## src/rtl/apu_pkg.sv

```systemverilog
// Shared definitions for the APU channel mixer: FSM encodings and volume constants.
package apu_pkg;

  typedef enum logic [1:0] {
    ST_IDLE   = 2'd0,
    ST_ACCUM  = 2'd1,
    ST_OUTPUT = 2'd2
  } mix_state_e;

  localparam int               VOL_W     = 4;
  localparam logic [VOL_W-1:0] VOL_UNITY = 4'd8;
  localparam int               VOL_SHIFT = 3;

endpackage

```

## src/rtl/apu_channel_mixer_if.sv

```systemverilog
// Strobe, sample, volume-write and status bundle between the channel generators and the mixer.
interface apu_channel_mixer_if #(
  parameter int NUM_CHANNELS = 4,
  parameter int SAMPLE_W     = 9,
  parameter int OUT_W        = 10
);
  localparam int IDX_W = $clog2(NUM_CHANNELS);

  logic                             i_sample_stb;
  logic [NUM_CHANNELS*SAMPLE_W-1:0] i_channels;
  logic [NUM_CHANNELS-1:0]          i_mixer;
  logic                             i_vol_we;
  logic [IDX_W-1:0]                 i_vol_addr;
  logic [3:0]                       i_vol_data;
  logic [OUT_W-1:0]                 o_sample;
  logic                             o_sample_valid;
  logic                             o_clip;
  logic                             o_busy;
  logic                             o_overrun;

  modport master (
    output i_sample_stb, i_channels, i_mixer, i_vol_we, i_vol_addr, i_vol_data,
    input  o_sample, o_sample_valid, o_clip, o_busy, o_overrun
  );

  modport slave (
    input  i_sample_stb, i_channels, i_mixer, i_vol_we, i_vol_addr, i_vol_data,
    output o_sample, o_sample_valid, o_clip, o_busy, o_overrun
  );

endinterface

```

## src/rtl/apu_volume_scaler.sv

```systemverilog
// Combinational sample x volume gain stage; the >>VOL_SHIFT truncates toward zero.
module apu_volume_scaler
  import apu_pkg::*;
#(
  parameter int SAMPLE_W = 9
) (
  input  logic [SAMPLE_W-1:0]                 i_sample,
  input  logic [VOL_W-1:0]                    i_vol,
  output logic [SAMPLE_W+VOL_W-VOL_SHIFT-1:0] o_scaled
);

  logic [SAMPLE_W+VOL_W-1:0] product;

  always_comb begin
    product  = {{VOL_W{1'b0}}, i_sample} * {{SAMPLE_W{1'b0}}, i_vol};
    o_scaled = product[SAMPLE_W+VOL_W-1:VOL_SHIFT];
  end

endmodule

```

## src/rtl/apu_channel_mixer.sv

```systemverilog
// Time-multiplexed N-channel mixer: snapshots inputs on a strobe, accumulates one
// volume-scaled channel per clock, then emits a saturated sample with a valid pulse.
module apu_channel_mixer
  import apu_pkg::*;
#(
  parameter int NUM_CHANNELS = 4,
  parameter int SAMPLE_W     = 9,
  parameter int OUT_W        = 10
) (
  input  logic         i_clk,
  input  logic         i_reset,
  apu_channel_mixer_if.slave bus
);

  localparam int IDX_W = $clog2(NUM_CHANNELS);
  localparam int ACC_W = SAMPLE_W + 1 + IDX_W;
  localparam int SCL_W = SAMPLE_W + VOL_W - VOL_SHIFT;

  localparam logic [ACC_W-1:0] OUT_MAX  = ACC_W'((64'd1 << OUT_W) - 64'd1);
  localparam logic [IDX_W-1:0] LAST_IDX = IDX_W'(NUM_CHANNELS - 1);

  typedef logic [SAMPLE_W-1:0] sample_t;
  typedef logic [VOL_W-1:0]    vol_t;

  mix_state_e              state_q, state_d;
  logic [IDX_W-1:0]        idx_q, idx_d;
  logic [ACC_W-1:0]        acc_q, acc_d;
  sample_t                 samp_snap_q [NUM_CHANNELS];
  sample_t                 samp_snap_d [NUM_CHANNELS];
  vol_t                    vol_snap_q  [NUM_CHANNELS];
  vol_t                    vol_snap_d  [NUM_CHANNELS];
  vol_t                    vol_q       [NUM_CHANNELS];
  vol_t                    vol_d       [NUM_CHANNELS];
  logic [NUM_CHANNELS-1:0] mask_snap_q, mask_snap_d;
  logic [OUT_W-1:0]        sample_q, sample_d;
  logic                    valid_q, valid_d;
  logic                    clip_q, clip_d;
  logic                    overrun_q, overrun_d;

  sample_t                 chan_in [NUM_CHANNELS];
  logic [SCL_W-1:0]        scaled;

  always_comb begin
    for (int c = 0; c < NUM_CHANNELS; c++) begin
      chan_in[c] = bus.i_channels[c*SAMPLE_W +: SAMPLE_W];
    end
  end

  // One scaler shared by every channel through the idx mux.
  apu_volume_scaler #(
    .SAMPLE_W (SAMPLE_W)
  ) u_scaler (
    .i_sample (samp_snap_q[idx_q]),
    .i_vol    (vol_snap_q[idx_q]),
    .o_scaled (scaled)
  );

  always_comb begin
    // NOTE: every variable gets a default before any branch so no path leaves it unassigned, which would infer a latch.
    state_d     = state_q;
    idx_d       = idx_q;
    acc_d       = acc_q;
    samp_snap_d = samp_snap_q;
    vol_snap_d  = vol_snap_q;
    mask_snap_d = mask_snap_q;
    vol_d       = vol_q;
    sample_d    = sample_q;
    valid_d     = 1'b0;
    clip_d      = clip_q;
    overrun_d   = overrun_q | (bus.i_sample_stb && (state_q != ST_IDLE));

    // Register writes land immediately; the mix reads only its snapshot.
    if (bus.i_vol_we && (int'(bus.i_vol_addr) < NUM_CHANNELS)) begin
      vol_d[bus.i_vol_addr] = bus.i_vol_data;
    end

    unique case (state_q)
      ST_IDLE: begin
        if (bus.i_sample_stb) begin
          samp_snap_d = chan_in;
          vol_snap_d  = vol_q;
          mask_snap_d = bus.i_mixer;
          acc_d       = '0;
          idx_d       = '0;
          state_d     = ST_ACCUM;
        end
      end
      ST_ACCUM: begin
        if (mask_snap_q[idx_q]) begin
          acc_d = acc_q + ACC_W'(scaled);
        end
        if (idx_q == LAST_IDX) begin
          idx_d   = '0;
          state_d = ST_OUTPUT;
        end else begin
          idx_d = idx_q + 1'b1;
        end
      end
      ST_OUTPUT: begin
        clip_d   = (acc_q > OUT_MAX);
        sample_d = clip_d ? OUT_W'(OUT_MAX) : OUT_W'(acc_q);
        valid_d  = 1'b1;
        state_d  = ST_IDLE;
      end
      default: state_d = ST_IDLE;
    endcase
  end

  always_ff @(posedge i_clk) begin
    if (i_reset) begin
      state_q     <= ST_IDLE;
      idx_q       <= '0;
      acc_q       <= '0;
      // NOTE: the volume array is reset because its power-on value (unity) is visible behaviour; the snapshots are reset only to keep simulation X-free.
      vol_q       <= '{default: VOL_UNITY};
      vol_snap_q  <= '{default: VOL_UNITY};
      samp_snap_q <= '{default: '0};
      mask_snap_q <= '0;
      sample_q    <= '0;
      valid_q     <= 1'b0;
      clip_q      <= 1'b0;
      overrun_q   <= 1'b0;
    end else begin
      // NOTE: non-blocking assignments so every flop samples the pre-edge value of its inputs.
      state_q     <= state_d;
      idx_q       <= idx_d;
      acc_q       <= acc_d;
      vol_q       <= vol_d;
      vol_snap_q  <= vol_snap_d;
      samp_snap_q <= samp_snap_d;
      mask_snap_q <= mask_snap_d;
      sample_q    <= sample_d;
      valid_q     <= valid_d;
      clip_q      <= clip_d;
      overrun_q   <= overrun_d;
    end
  end

  assign bus.o_sample       = sample_q;
  assign bus.o_sample_valid = valid_q;
  assign bus.o_clip         = clip_q;
  assign bus.o_busy         = (state_q != ST_IDLE);
  assign bus.o_overrun      = overrun_q;

endmodule

```

## src/flat_wrapper.sv

```systemverilog
// flat-port wrapper written by rule: the top's interface ports become plain ports
module apu_channel_mixer_flat import apu_pkg::*;
#(
  parameter int NUM_CHANNELS = 4,
  parameter int SAMPLE_W     = 9,
  parameter int OUT_W        = 10
)
  (i_clk, i_reset, bus_i_sample_stb, bus_i_channels, bus_i_mixer, bus_i_vol_we, bus_i_vol_addr, bus_i_vol_data, bus_o_sample, bus_o_sample_valid, bus_o_clip, bus_o_busy, bus_o_overrun);
  apu_channel_mixer_if #(.NUM_CHANNELS(NUM_CHANNELS), .SAMPLE_W(SAMPLE_W), .OUT_W(OUT_W)) bus_i ();
  input  logic i_clk;
  input  logic i_reset;
  input wire logic [$bits(bus_i.i_sample_stb)-1:0] bus_i_sample_stb;
  input wire logic [$bits(bus_i.i_channels)-1:0] bus_i_channels;
  input wire logic [$bits(bus_i.i_mixer)-1:0] bus_i_mixer;
  input wire logic [$bits(bus_i.i_vol_we)-1:0] bus_i_vol_we;
  input wire logic [$bits(bus_i.i_vol_addr)-1:0] bus_i_vol_addr;
  input wire logic [$bits(bus_i.i_vol_data)-1:0] bus_i_vol_data;
  output wire logic [$bits(bus_i.o_sample)-1:0] bus_o_sample;
  output wire logic [$bits(bus_i.o_sample_valid)-1:0] bus_o_sample_valid;
  output wire logic [$bits(bus_i.o_clip)-1:0] bus_o_clip;
  output wire logic [$bits(bus_i.o_busy)-1:0] bus_o_busy;
  output wire logic [$bits(bus_i.o_overrun)-1:0] bus_o_overrun;
  assign bus_i.i_sample_stb = bus_i_sample_stb;
  assign bus_i.i_channels = bus_i_channels;
  assign bus_i.i_mixer = bus_i_mixer;
  assign bus_i.i_vol_we = bus_i_vol_we;
  assign bus_i.i_vol_addr = bus_i_vol_addr;
  assign bus_i.i_vol_data = bus_i_vol_data;
  assign bus_o_sample = bus_i.o_sample;
  assign bus_o_sample_valid = bus_i.o_sample_valid;
  assign bus_o_clip = bus_i.o_clip;
  assign bus_o_busy = bus_i.o_busy;
  assign bus_o_overrun = bus_i.o_overrun;
  apu_channel_mixer #(.NUM_CHANNELS(NUM_CHANNELS), .SAMPLE_W(SAMPLE_W), .OUT_W(OUT_W)) u_core (.i_clk(i_clk), .i_reset(i_reset), .bus(bus_i));
endmodule
```

## config.mk

```make
export PLATFORM = sky130hd
export DESIGN_NAME = apu_channel_mixer_flat
export DESIGN_NICKNAME = d
export VERILOG_FILES = /design/src/rtl/apu_pkg.sv /design/src/rtl/apu_channel_mixer_if.sv /design/src/rtl/apu_volume_scaler.sv /design/src/rtl/apu_channel_mixer.sv /design/src/flat_wrapper.sv
export SDC_FILE = /design/constraint.sdc
export NUM_CORES = 1
export LEC_CHECK = 0
export CAP_MARGIN = 15
export CORE_ASPECT_RATIO = 1.75
export CORE_MARGIN = 2
export CORE_UTILIZATION = 58
export CTS_CLUSTER_DIAMETER = 40
export DETAILED_ROUTE_END_ITERATION = 10
export DONT_BUFFER_PORTS = 1
export GPL_TIMING_DRIVEN = 0
export PLACE_DENSITY = 0.8
export SETUP_SLACK_MARGIN = 0.02
export SLEW_MARGIN = 20
export SYNTH_ARGS = -nofsm -noshare
export SYNTH_HDL_FRONTEND = slang
export SYNTH_HIERARCHICAL = 1
export SYNTH_SLANG_ARGS = --single-unit
```

## constraint.sdc

```tcl
create_clock -name i_clk -period 4.95 [get_ports i_clk]
set_clock_uncertainty 0.15 [all_clocks]
set_input_delay 0.99 -clock i_clk [delete_from_list [all_inputs] [get_ports i_clk]]
set_output_delay 0.99 -clock i_clk [all_outputs]
set_load 0.01 [all_outputs]
```

### Yosys cells after proc, flatten, opt, wreduce, memory -nomap -nowiden

Index checks and enable logic that the tools add are counted.

| storage, ports and cells | value |
|---|---|
| output and inout port bits | 14 |
| ROM bits | 0 |
| input bits | 50 |
| memories kept | 0 |
| bits in registers | 101 |
| memory bits (writable) | 0 |
| logic and storage cells | 68 |
| bits in latches | 0 |

| cells by class | value |
|---|---|
| reductions and logical operators | 9 |
| eq/ne operators | 6 |
| shifts and indexed selects | 0 |
| add/subtract/negate cells | 2 |
| multiplexer cells | 22 |
| div/mod/pow operators | 0 |
| bitwise logic cells | 3 |
| $lt $le $gt $ge | 5 |
| multipliers | 1 |

Operators with widths:

| cell | count |
|---|---|
| $mux W12 | 2 |
| $pmux W12 S2 | 1 |
| $bmux W9 S2 | 1 |
| $mux W9 | 2 |
| $bwmux W16 | 1 |
| $mul A9 B4 Y13 | 1 |
| $add A12 B10 Y12 | 1 |
| $gt A12 B10 Y1 const B | 1 |
| $mux W4 | 3 |
| $mux W10 | 1 |
| $bmux W4 S2 | 1 |
| $demux W4 S2 | 1 |
| $mux W2 | 4 |
| $pmux W2 S2 | 2 |
| $ge A3 B3 Y1 const B | 2 |
| $not A2 Y3 | 2 |
| $reduce_and A2 Y1 | 3 |
| $eq A2 B2 Y1 const B | 2 |
| $ne A2 B1 Y1 const B | 2 |
| $reduce_bool A2 Y1 | 2 |
| $lt A2 B3 Y1 const B | 1 |
| $lt A3 B1 Y1 const B | 1 |
| $reduce_and A3 Y1 | 1 |
| $add A2 B1 Y2 const B | 1 |
| 7 further kinds | 9 |

### Depth between registers and ports, before layout

Gate-level depths: netlist of run 1.

| logic depth | value |
|---|---|
| depth after elaboration | 8 |
| depth in mapped cells | 20 |
| depth with buffers taken out | 18 |

### Hierarchy

The synthesis of run 1 kept the hierarchy.

Modules (own cells, without submodules):

| module | instances | cells an instance | area an instance (um^2) | sequential area each (um^2) |
|---|---|---|---|---|
| apu_channel_mixer | 1 | 502 | 4403.0 | 2021.9 |
| apu_volume_scaler | 1 | 135 | 1064.8 | 0.0 |

### Worst setup path before layout of run 1

No wires, ideal clock.

| path | value |
|---|---|
| kind | flip-flop to flip-flop |
| start | register u_core.idx_q[0] |
| end | register u_core.acc_q[10] |
| library setup time | 0.070 ns |
| slack | -0.193 ns |
| data required time | 4.730 ns |
| data arrival time | 4.923 ns |
| path buffers | 2 |
| cell stages (with the launch flop) | 21 |
| clock period less this slack | 5.143 ns |
| cell sequence | dfxtp_1 buf_6 buf_2 mux4_2 and2_1 fa_1 inv_1 fa_1 inv_1 ha_1 o21ai_2 a21oi_2 o21a_1 o41a_1 xor2_1 ha_1 nand3_1 nor2_1 a221oi_1 or3_1 a21boi_1 |

| on the way | value |
|---|---|
| cells in the longest elaborated chain, start to end | 8 |
| elaborated cells on any way between the ends | 15 |
| those cells by class | add/sub: 1; mul: 1; eq/ne: 1; mux: 10; bitwise: 1; reduce/logical: 1 |

Ends and longest elaborated chain:

| item | line | text |
|---|---|---|
| from (decl) | apu_channel_mixer.sv:26 | `logic [IDX_W-1:0] idx_q, idx_d;` |
| from (signal assigned) | apu_channel_mixer.sv:126 | `idx_q <= idx_d;` |
| $not A2 Y3 (implied by the code) (*) | apu_channel_mixer.sv:53, apu_channel_mixer.sv:54 |  |
| $bmux W9 S2 or $bmux W4 S2 (tied branches) | apu_channel_mixer.sv:53, apu_channel_mixer.sv:54 |  |
| $mux W9 (implied by the code) or $mux W4 (tied branches) (2 in a row) | apu_channel_mixer.sv:53, apu_channel_mixer.sv:54 |  |
| $mul A9 B4 Y13 (*) | apu_volume_scaler.sv:15 | `product = {{VOL_W{1'b0}}, i_sample} * {{SAMPLE_W{1'b0}}, i_vol};` |
| named net u_core.scaled[7] | apu_channel_mixer.sv:41 | `logic [SCL_W-1:0] scaled;` |
| $add A12 B10 Y12 (*) | apu_channel_mixer.sv:90 | `acc_d = acc_q + ACC_W'(scaled);` |
| $mux W12 (*) | apu_channel_mixer.sv:89 | `if (mask_snap_q[idx_q]) begin` |
| $pmux W12 S2 (*) | apu_channel_mixer.sv:77 | `unique case (state_q)` |
| to (signal assigned) | apu_channel_mixer.sv:113 | `acc_q <= '0;` |
| to (signal assigned) | apu_channel_mixer.sv:127 | `acc_q <= acc_d;` |
| to (decl) | apu_channel_mixer.sv:27 | `logic [ACC_W-1:0] acc_q, acc_d;` |

The timed path passes the listed nets; every way through them passes the cells marked *. The select of a mux whose other input is x is not followed.
A chain may end at the register's enable or synchronous reset.

### Final worst setup path of run 1

Same ends and word-level chain as after synthesis.

==> results.yml, run 1 <==
final_layout:
  fin_util_pct: 71.2
  final_cells: 800
  fin_area_sq_um: 6480
  syn2layout_area_growth_pct: 18.5
  antennaDiodeCount: 0
  final_common_cell: "nand2_1"
  drive_gt1_share_pct: 19.7
  layout_common_cells: "156 x nand2_1, 99 x dfxtp_1, 72 x a21oi_1"
  final_nets: 766
grt:
  grt_use_total_pct: 29.9
  grt_pass1_vias: 4945
  grt_pass1_wl_microns: 23800
  grt_max_degree: 20
  antenna_found_initial: 0
  overflow: 0
hold_path:
  hold_path_depth: 2
  hold_start: "u_core/vol_q[2]"
  holdCritPathClass: "reg -> reg"
route:
  drc: 0
  detail-route-antenna-nets: 0
  wirelength_microns: 15400
  wl_per_cell_microns: 19.2
  vias_per_cell: 6.12
  drt_pass1_iterations: 5
  vias: 4895
  first_iter_violations: 337
timing:
  post-route-min-period_ns: 5.19
  fin_ws_ns: -0.238
  whs_ns: 0.303
  worstMarginPinSlew_ns: 0.611
  finalMaxSlewViolations: 0
  setup-violations-final: 5
  grt_setup_unrepaired: "true"
  maxSlewHeadroom_pct: 59.3
  finalHoldViolations: 0
  min_period_over_period_pct: 105
  setup_tns_ns: -0.587
  max_freq_mhz: 193
worst_setup_path:
  arrival_ns: 5.32
  max_stage_delay_ns: 0.54
  crit_start: "u_core/idx_q[0]"
  slowest_stage: "mux4_2"
  cp.depth: 21
  critPathKind: "reg -> reg"
  crit_buf_inv: 5
  crit_path_max_fanout: 7
  cp.required_ns: 5.08
  r2r-start: "u_core/idx_q[0]"
  reg2regPathDepth: 21
  setup.worst_path.start_class: "flip-flop"
  critical_path.cell_chain: "buf_8, buf_12, buf_4, mux4_2, and2_4, fa_1, inv_1, fa_1, inv_2, ha_4, o21ai_4, a21oi_2, o21a_1, o41a_1, xor2_2, ha_4, nand3_4, nor2_4, a221oi_2, or3_1, a21boi_1"
  critPathCaptureType: "flip-flop"
  cpLargestDelayFamily: "adder cells"
clocking:
  clock_sinks: 101
  tritoncts: "built"
  cts_buffers: 9
  clock_latency_ns: 0.35
  cts_max_level: 3
  clk_pin_slew_ns: 0.08
  cts_root_buffer: "clkbuf_16"
  clock_path_buffers: 2
  ctsHoldBuffers: 0
yosys:
  ys_seq_area_share_pct: 37.0
  ys_ff_latch: 101
  synth_edf_count: 0
  synth_area_sq_um: 5470
  syn_nets: 728
  syn_avg_cell_area_sq_um: 8.58
  async_flop_share_pct: 0
  synth-main-ff-cell: "dfxtp_1"
  yosysWarnings: 6
  ys_types: 55
  synthesis.instances: 637
floorplan:
  fp.dieH_microns: 132
  start_util_pct: 60.1
  core-area_sq_um: 9090
  io_pins: 64
  dieArea_sq_um: 10300
  die_w_microns: 77.4
  rows: 46
power:
  worst_ir_drop_vdd_mv: 0.324
  p_leak_uw: 0.00265
  powerDensity_nw_per_um2: 283
placed_design:
  place_inst: 757
  port_buffers: 0
  place_area_sq_um: 5650
  gp_congestion: 0.877
  dp_hpwl_microns: 10500
status:
  status: "finished with violations"
  failed_checks: "negative setup slack"
run:
  maxCapViolations: 0
what timing repair did:
action / CTS / global route
resized for setup: 41 / 38
gates cloned: 2 / 0
pin swaps: 28 / 43
setup buffers: 18 / 8
endpoints found under the setup margin: 8 / 7
cell families (layout without fill, tap and decap cells):
group           after synthesis  after routing  synth area share, %
flops                       101            101                 37.0
fa+ha+maj                    41             41                 11.4
xor+xnor                     12             12                 1.92
mux                          27             28                 8.42
simple gates                263            263                 22.2
buf+inv                      60            102                 4.46
compound gates              133            133                 14.6
tightest hold or removal path, delay by kind of cell, from the launching register on:
| kind | cells | cell delay (ns) |
|---|---|---|
| flip-flops | 1 | 0.31 |
| AND/OR/NAND/NOR | 1 | 0.05 |
| AO/OA/AOI/OAI | 1 | 0.05 |
flip-flops by register name, summed over array words and instances, names as in the netlist:
signal                     flops
u_core/state_q                 2
u_core/idx_q                   2
u_core/bus.o_sample           10
u_core/vol_snap_q             16
u_core/bus.o_sample_valid      1
u_core/bus.o_overrun           1
u_core/acc_q                  12
u_core/samp_snap_q            36
u_core/mask_snap_q             4
u_core/bus.o_clip              1
u_core/vol_q                  16
through the flow:
| stage | setup WS [ns] | total power [uW] |
|---|---|---|
| CTS | -0.150 | 1820 |
| floorplan | 0.0544 | 1040 |
| global placement | -0.687 | 1090 |
| global route | -0.439 | 1900 |
| finish | -0.238 | 1840 |
| detailed placement | -0.801 | 1100 |
report_power, final:
part           total [uW]  internal (uW)  leakage (uW)  switching (uW)
combinational         269            112       0.00168             157
clock                 701            369      0.000148             332
sequential            865            844      0.000824            20.9
per-layer routing:
layer	share of wire (%)	global-route usage (%)	up-vias
li1	-	-	2249
met1	34	29.2	2393
met2	56	56.8	201
met3	4.8	4.64	52
met4	4.4	18.7	0
met5	0	0	-
synth_stat cells, types with 2 or more instances:
cell type | number | area, sq um
a211o_1 | 5 | 43.8
a211oi_1 | 3 | 22.5
a21o_1 | 7 | 52.6
a21oi_1 | 78 | 390
a21oi_2 | 2 | 17.5
a31oi_1 | 12 | 75.1
and2_1 | 24 | 150
buf_2 | 6 | 30.0
clkbuf_1 | 21 | 78.8
dfxtp_1 | 101 | 2020
fa_1 | 15 | 300
ha_1 | 26 | 325
inv_1 | 30 | 113
mux2i_1 | 13 | 130
mux4_1 | 4 | 105
mux4_2 | 10 | 225
nand2_1 | 158 | 593
nand2b_1 | 7 | 43.8
nand3_1 | 11 | 55.1
nand3b_1 | 7 | 52.6
nand4_1 | 5 | 31.3
nand4b_1 | 3 | 26.3
nor2_1 | 29 | 109
nor2b_1 | 3 | 18.8
nor3_1 | 2 | 10.0
nor3b_2 | 3 | 37.5
o21a_1 | 3 | 22.5
o21ai_0 | 6 | 30.0
o21ai_1 | 2 | 10.0
o21ai_2 | 2 | 17.5
o21bai_1 | 2 | 15.0
o22ai_1 | 2 | 12.5
or3_1 | 3 | 18.8
xnor2_1 | 9 | 78.8
xor2_1 | 3 | 26.3
path summary, 6_finish.rpt:
kind | end | slack (ns)
max | u_core/acc_q[10] | -0.24
min | u_core/vol_snap_q[2] | 0.30
max reg2reg | u_core/acc_q[10] | -0.24
min reg2reg | u_core/vol_snap_q[2] | 0.30
cell type report:
| cell class | count | area [sq um] |
|---|---|---|
| tap | 120 | 150 |
| sequential | 101 | 2020 |
| clock inverter | 6 | 57.6 |
| fill | 708 | 2620 |
| inverter | 30 | 113 |
| clock buffer | 10 | 239 |
| multi-input combinational | 477 | 3520 |
| buffer | 30 | 154 |
| timing repair buffer | 26 | 224 |
Note: power is estimated with default switching activity, not from simulation.
==> run 2, diff against run 1 <==
--- a/config.mk
+++ b/config.mk
@@ -8,12 +8,14 @@
 export CAP_MARGIN = 15
 export CORE_ASPECT_RATIO = 1.75
 export CORE_MARGIN = 2
-export CORE_UTILIZATION = 58
+export CORE_UTILIZATION = 59
+export CTS_BUF_LIST = sky130_fd_sc_hd__clkbuf_4
 export CTS_CLUSTER_DIAMETER = 40
+export CTS_CLUSTER_SIZE = 25
 export DETAILED_ROUTE_END_ITERATION = 10
 export DONT_BUFFER_PORTS = 1
 export GPL_TIMING_DRIVEN = 0
-export PLACE_DENSITY = 0.8
+export PLACE_DENSITY = 0.82
 export SETUP_SLACK_MARGIN = 0.02
 export SLEW_MARGIN = 20
 export SYNTH_ARGS = -nofsm -noshare
==> run 2 against run 1 <==
Non-clock buffer count shrank 1. Core utilization down 0.88 points. Die area down 1.6%. The flow still finishes with violations (negative setup slack). Clock-buffer cell count unchanged. Critical path depth did not move.
==> results.yml, run 2 (synthesis gave the netlist of run 1 again) <==
status:
  status: "finished with violations"
  failed_checks: "negative setup slack"
timing:
  worstMarginPinSlew_ns: 0.594
  finalHoldViolations: 0
  post-route-min-period_ns: 5.16
  setup-violations-final: 7
  finalMaxSlewViolations: 0
  grt_setup_unrepaired: "true"
  fin_ws_ns: -0.205
  min_period_over_period_pct: 104
  max_freq_mhz: 194
  maxSlewHeadroom_pct: 60.2
final_layout:
  seq_area_sq_um: 2020
  final_common_cell: "nand2_1"
  fin_util_pct: 70.4
  largest_reg_flops: 36
  final_nets: 765
  drive_gt1_share_pct: 18.0
  layout_common_cells: "156 x nand2_1, 99 x dfxtp_1, 69 x a21oi_1"
  reg_top3: "u_core/samp_snap_q (36), u_core/vol_q (16), u_core/vol_snap_q (16)"
  multi_input_area_sq_um: 3520
  final_cells: 799
  syn2layout_area_growth_pct: 16.3
  antennaDiodeCount: 0
  fillers: 674
  top_register: "u_core/samp_snap_q"
floorplan:
  io_pins: 64
  die_w_microns: 76.8
  fp.dieH_microns: 131
  rows: 46
  core-area_sq_um: 9040
  dieArea_sq_um: 10100
  start_util_pct: 60.5
route:
  drc: 0
  first_iter_violations: 334
  wl_per_cell_microns: 18.8
  detail-route-antenna-nets: 0
  wirelength_microns: 15000
  vias_per_cell: 6.10
  drt_pass1_iterations: 5
  vias: 4874
grt:
  grt_use_met3_pct: 4.74
  grt_max_degree: 19
  grt_pass1_vias: 4853
  grt_use_total_pct: 28.7
  grt-busiest-layer: "met2"
  use_met2_pct: 52.1
  grt_use_met1_pct: 28.5
  antenna_found_initial: 0
  grt_pass1_wl_microns: 22800
  overflow: 0
hold_path:
  hold_path_end: "u_core/vol_snap_q[14]"
  hold_start: "u_core/vol_q[14]"
  holdCritPathClass: "reg -> reg"
  hold_path_depth: 2
worst_setup_path:
  setup.worst_path.start_class: "flip-flop"
  arrival_ns: 5.38
  critPathKind: "reg -> reg"
  r2r_setup_slack_ns: -0.21
  critPathCaptureType: "flip-flop"
  worst_r2r_endpoint: "u_core/acc_q[10]"
  reg2regPathDepth: 21
  cp.required_ns: 5.18
  crit_path_max_fanout: 7
  r2r-start: "u_core/idx_q[0]"
run:
  maxCapViolations: 0
placed_design:
  pre_cts_slack_ns: -0.780
  place_inst: 757
  dp_hpwl_microns: 10500
  gp_congestion: 0.893
  port_buffers: 0
power:
  power_frac_seq_pct: 53.0
  clkPwrFrac_pct: 31.0
  p_int_uw: 1170
  p_comb_share_pct: 15.9
  swShare_pct: 28.2
  worst_ir_drop_vdd_mv: 0.240
  powerDensity_nw_per_um2: 257
  p_sw_uw: 460
  p_leak_uw: 0.00257
clocking:
  ctsHoldBuffers: 0
  clock_sinks: 101
  clock_latency_ns: 0.46
  clk_pin_slew_ns: 0.17
  clock_path_buffers: 2
  cts_max_level: 3
  tritoncts: "built"
  cts_buffers: 9
  cts_root_buffer: "clkbuf_4"
==> run 2: cell count changes in the layout (fill, tap and decap cells not counted), sizes merged <==
cell | previous run | this run
bufinv | 0 | 2
bufbuf | 1 | 0
clkinv | 0 | 1
inv | 36 | 33
==> run 2: routing by layer <==
| metal | wire length [microns] | vias to the layer above | part of all wire (%) |
|---|---|---|---|
| li1 | - | 2258 | - |
| met1 | 5200 | 2340 | 35 |
| met2 | 8190 | 200 | 54 |
| met3 | 783 | 76 | 5.2 |
| met4 | 876 | 0 | 5.8 |
| met5 | 0 | - | 0 |
==> run 2: layout make-up <==
type,count,share of cell area [%]
well taps,120,2.36
flip-flops and latches,101,31.8
clock buffers,10,1.18
clock inverters,6,1.61
plain buffers,30,2.42
repair buffers,25,3.38
inverters,30,1.77
multi-input cells,477,55.4
==> run 2: power groups by stage <==
stage / Combinational [uW] / Sequential (uW) / Clock (uW)
4_1_cts: 245 / 865 / 514
3_5_place_dp: 214 / 882 / 0
6_report: 260 / 866 / 506
2_1_floorplan: 164 / 875 / 0
3_3_place_gp: 206 / 879 / 0
5_1_grt: 281 / 869 / 549
==> run 2: critical path, cell delays in order (launching register included) <==
cell       delay, ns
dfxtp_2         0.38
buf_8           0.14
buf_12          0.13
buf_4           0.11
mux4_2          0.55
and2_4          0.17
fa_1            0.52
inv_2           0.04
fa_1            0.52
inv_1           0.06
ha_4            0.31
o21ai_4         0.08
a2111oi_4       0.37
o31a_1          0.21
nor2_2          0.05
xnor2_2         0.27
ha_4            0.28
a21oi_2         0.14
o21ai_2         0.08
a221oi_2        0.28
or3_1           0.16
a21boi_1        0.06
==> run 2: metrics by stage <==
stage | hold slack [ns] | instance area (sq um) | setup TNS (ns) | total power (uW)
floorplan | 0.280 | 5500 | 0 | 1040
global placement | 0.289 | 5650 | -2.80 | 1090
detailed placement | 0.292 | 5650 | -3.75 | 1100
CTS | 0.317 | 6180 | -0.512 | 1620
global route | 0.333 | 6360 | -1.93 | 1700
finish | 0.316 | 6360 | -0.729 | 1630
==> run 2: repair_timing <==
| action | 4_1_cts | 5_1_grt |
|---|---|---|
| resized for setup | 41 | 29 |
| cloned | 2 | 0 |
| pin swaps | 26 | 20 |
| setup endpoints to repair | 8 | 8 |
| buffers inserted | 18 | 6 |
==> run 2: how the worst max path moves through the flow <==
stage,from,to,slack [ns],cells after the start
detailed placement,u_core/idx_q[1],u_core/acc_q[10],-0.78,19
global route,u_core/idx_q[0],u_core/acc_q[10],-0.39,18
finish,u_core/idx_q[0],u_core/acc_q[10],-0.21,21
global placement,u_core/idx_q[1],u_core/acc_q[10],-0.70,17
CTS,u_core/idx_q[0],u_core/acc_q[11],-0.20,21
floorplan,u_core/idx_q[0],u_core/acc_q[10],0.05,20
==> run 3, diff against run 2 <==
--- a/config.mk
+++ b/config.mk
@@ -6,16 +6,15 @@
 export NUM_CORES = 1
 export LEC_CHECK = 0
 export CAP_MARGIN = 15
-export CORE_ASPECT_RATIO = 1.75
 export CORE_MARGIN = 2
-export CORE_UTILIZATION = 59
+export CORE_UTILIZATION = 40
 export CTS_BUF_LIST = sky130_fd_sc_hd__clkbuf_4
 export CTS_CLUSTER_DIAMETER = 40
 export CTS_CLUSTER_SIZE = 25
 export DETAILED_ROUTE_END_ITERATION = 10
 export DONT_BUFFER_PORTS = 1
 export GPL_TIMING_DRIVEN = 0
-export PLACE_DENSITY = 0.82
+export PLACE_DENSITY = 0.6
 export SETUP_SLACK_MARGIN = 0.02
 export SLEW_MARGIN = 20
 export SYNTH_ARGS = -nofsm -noshare
==> run 3 against run 2 <==
Critical endpoint is now u_core/acc_q[11]. Register-to-register slack gained 0.06 ns. Global-route usage down 8.3 points. Maximum frequency is 1.2% higher. Clock power shrank 15%. The flow still finishes with violations (negative setup slack).
==> results.yml, run 3 (synthesis gave the netlist of run 1 again) <==
status:
  status: "finished with violations"
  failed_checks: "negative setup slack"
final_layout:
  drive_gt1_share_pct: 19.5
  final_nets: 769
  top_register: "u_core/samp_snap_q"
  largest_reg_flops: 36
  fillers: 1309
  reg_top3: "u_core/samp_snap_q (36), u_core/vol_q (16), u_core/vol_snap_q (16)"
  fin_area_sq_um: 6390
  final_common_cell: "nand2_1"
  layout_common_cells: "156 x nand2_1, 99 x dfxtp_1, 69 x a21oi_1"
  syn2layout_area_growth_pct: 16.9
grt:
  grt_pass1_wl_microns: 23300
  grt_use_met3_pct: 3.76
  grt_max_degree: 16
  grt_pass1_vias: 4738
  use_met2_pct: 34.9
  overflow: 0
  antenna_found_initial: 1
  grt-busiest-layer: "met2"
  grt_use_total_pct: 20.4
  grt_use_met1_pct: 25.2
power:
  worst_ir_drop_vdd_mv: 0.173
  powerDensity_nw_per_um2: 244
  p_leak_uw: 0.00256
clocking:
  clock_sinks: 101
  cts_max_level: 3
  ctsHoldBuffers: 0
  clock_latency_ns: 0.46
  cts_buffers: 9
  clk_pin_slew_ns: 0.16
  clock_path_buffers: 2
  cts_root_buffer: "clkbuf_4"
  tritoncts: "built"
worst_setup_path:
  arrival_ns: 5.36
  critPathKind: "reg -> reg"
  cp.required_ns: 5.21
  crit_path_max_fanout: 7
  setup.worst_path.start_class: "flip-flop"
  critPathCaptureType: "flip-flop"
placed_design:
  port_buffers: 0
  gp_congestion: 0.847
  place_area_sq_um: 5720
  dp_hpwl_microns: 10600
timing:
  setup-violations-final: 5
  post-route-min-period_ns: 5.09
  max_freq_mhz: 196
  maxSlewHeadroom_pct: 55.2
  min_period_over_period_pct: 103
  worstMarginPinSlew_ns: 0.668
  fin_ws_ns: -0.144
  whs_ns: 0.309
  grt_setup_unrepaired: "true"
  finalHoldViolations: 0
  finalMaxSlewViolations: 0
route:
  drc: 0
  vias_per_cell: 5.44
  wl_per_cell_microns: 16.9
  wirelength_microns: 14500
  vias: 4675
  first_iter_violations: 267
  drt_pass1_iterations: 4
  detail-route-antenna-nets: 0
floorplan:
  rows: 42
  core-area_sq_um: 13300
  start_util_pct: 41.1
  fp.dieH_microns: 121
  die_w_microns: 121
  dieArea_sq_um: 14600
  io_pins: 64
run:
  maxCapViolations: 0
hold_path:
  holdCritPathClass: "reg -> reg"
[run 3: cell count changes in the layout (fill, tap and decap cells not counted), sizes merged]
cell      previous run  this run
clkinv               1         2
bufinv               2         1
inv                 33        30
diode                0         1
clkinvlp             0         1
clkbuf              31        32
buf                 34        38
[run 3: power breakdown]
group          switching [uW]  total [uW]  internal [uW]
logic                     153         267            114
registers                19.4         865            845
clock network             267         429            162
total                     439        1560           1120
[run 3: cell type report]
cell class | instances | area [sq um] | area share (%)
clock buffer | 11 | 82.6 | 1.29
antenna | 1 | 2.50 | 0.0391
clock inverter | 4 | 50.0 | 0.783
tap | 176 | 220 | 3.44
timing repair buffer | 29 | 244 | 3.82
sequential | 101 | 2020 | 31.7
buffer | 30 | 150 | 2.35
inverter | 30 | 113 | 1.76
multi-input combinational | 477 | 3510 | 54.8
[run 3: stage by stage]
step	power [uW]	setup TNS (ns)	instances	utilization, %	worst slack, ns
after floorplan	1040	0	637	-	0.0544
after global placement	1090	-3.08	813	43.0	-0.607
after detailed placement	1100	-3.64	813	43.0	-0.657
after CTS	1560	-0.449	849	46.8	-0.171
after global routing	1640	-1.35	859	48.1	-0.301
final	1560	-0.431	859	48.1	-0.144
[run 3: repair_timing]
action	CTS	global route
buffers inserted	21	9
setup endpoints to repair	8	8
pin swaps	40	31
cloned	0	1
endpoints found under the hold margin	0	0
gates resized for setup	55	24
[run 3: path summary, 6_finish.rpt]
path,start,end,slack [ns],cells after the start
setup / recovery,u_core/idx_q[0],u_core/acc_q[11],-0.14,20
hold reg to reg,u_core/vol_q[12],u_core/vol_snap_q[12],0.31,2
setup reg to reg,u_core/idx_q[0],u_core/acc_q[11],-0.14,20
hold / removal,u_core/vol_q[12],u_core/vol_snap_q[12],0.31,2
[run 3: critical path: stages, from the launching register on]
cell and delay (ns):
dfxtp_2 0.37, buf_6 0.13, buf_12 0.13, mux4_2 0.60
and2_4 0.19, fa_1 0.55, inv_2 0.04, fa_1 0.49
inv_2 0.05, ha_4 0.30, nand3_4 0.09, o211ai_1 0.34
a211oi_2 0.12, o21bai_1 0.17, xor2_1 0.21, ha_1 0.33
a21o_1 0.22, a21oi_2 0.14, o21ai_1 0.10, o211ai_2 0.16
mux2i_1 0.18
[run 3: metal layers]
layer  routed length [microns]  vias up
li1                          -     2256
met1                      6140     2284
met2                      7370      110
met3                       712       25
met4                       319        0
met5                         0        -
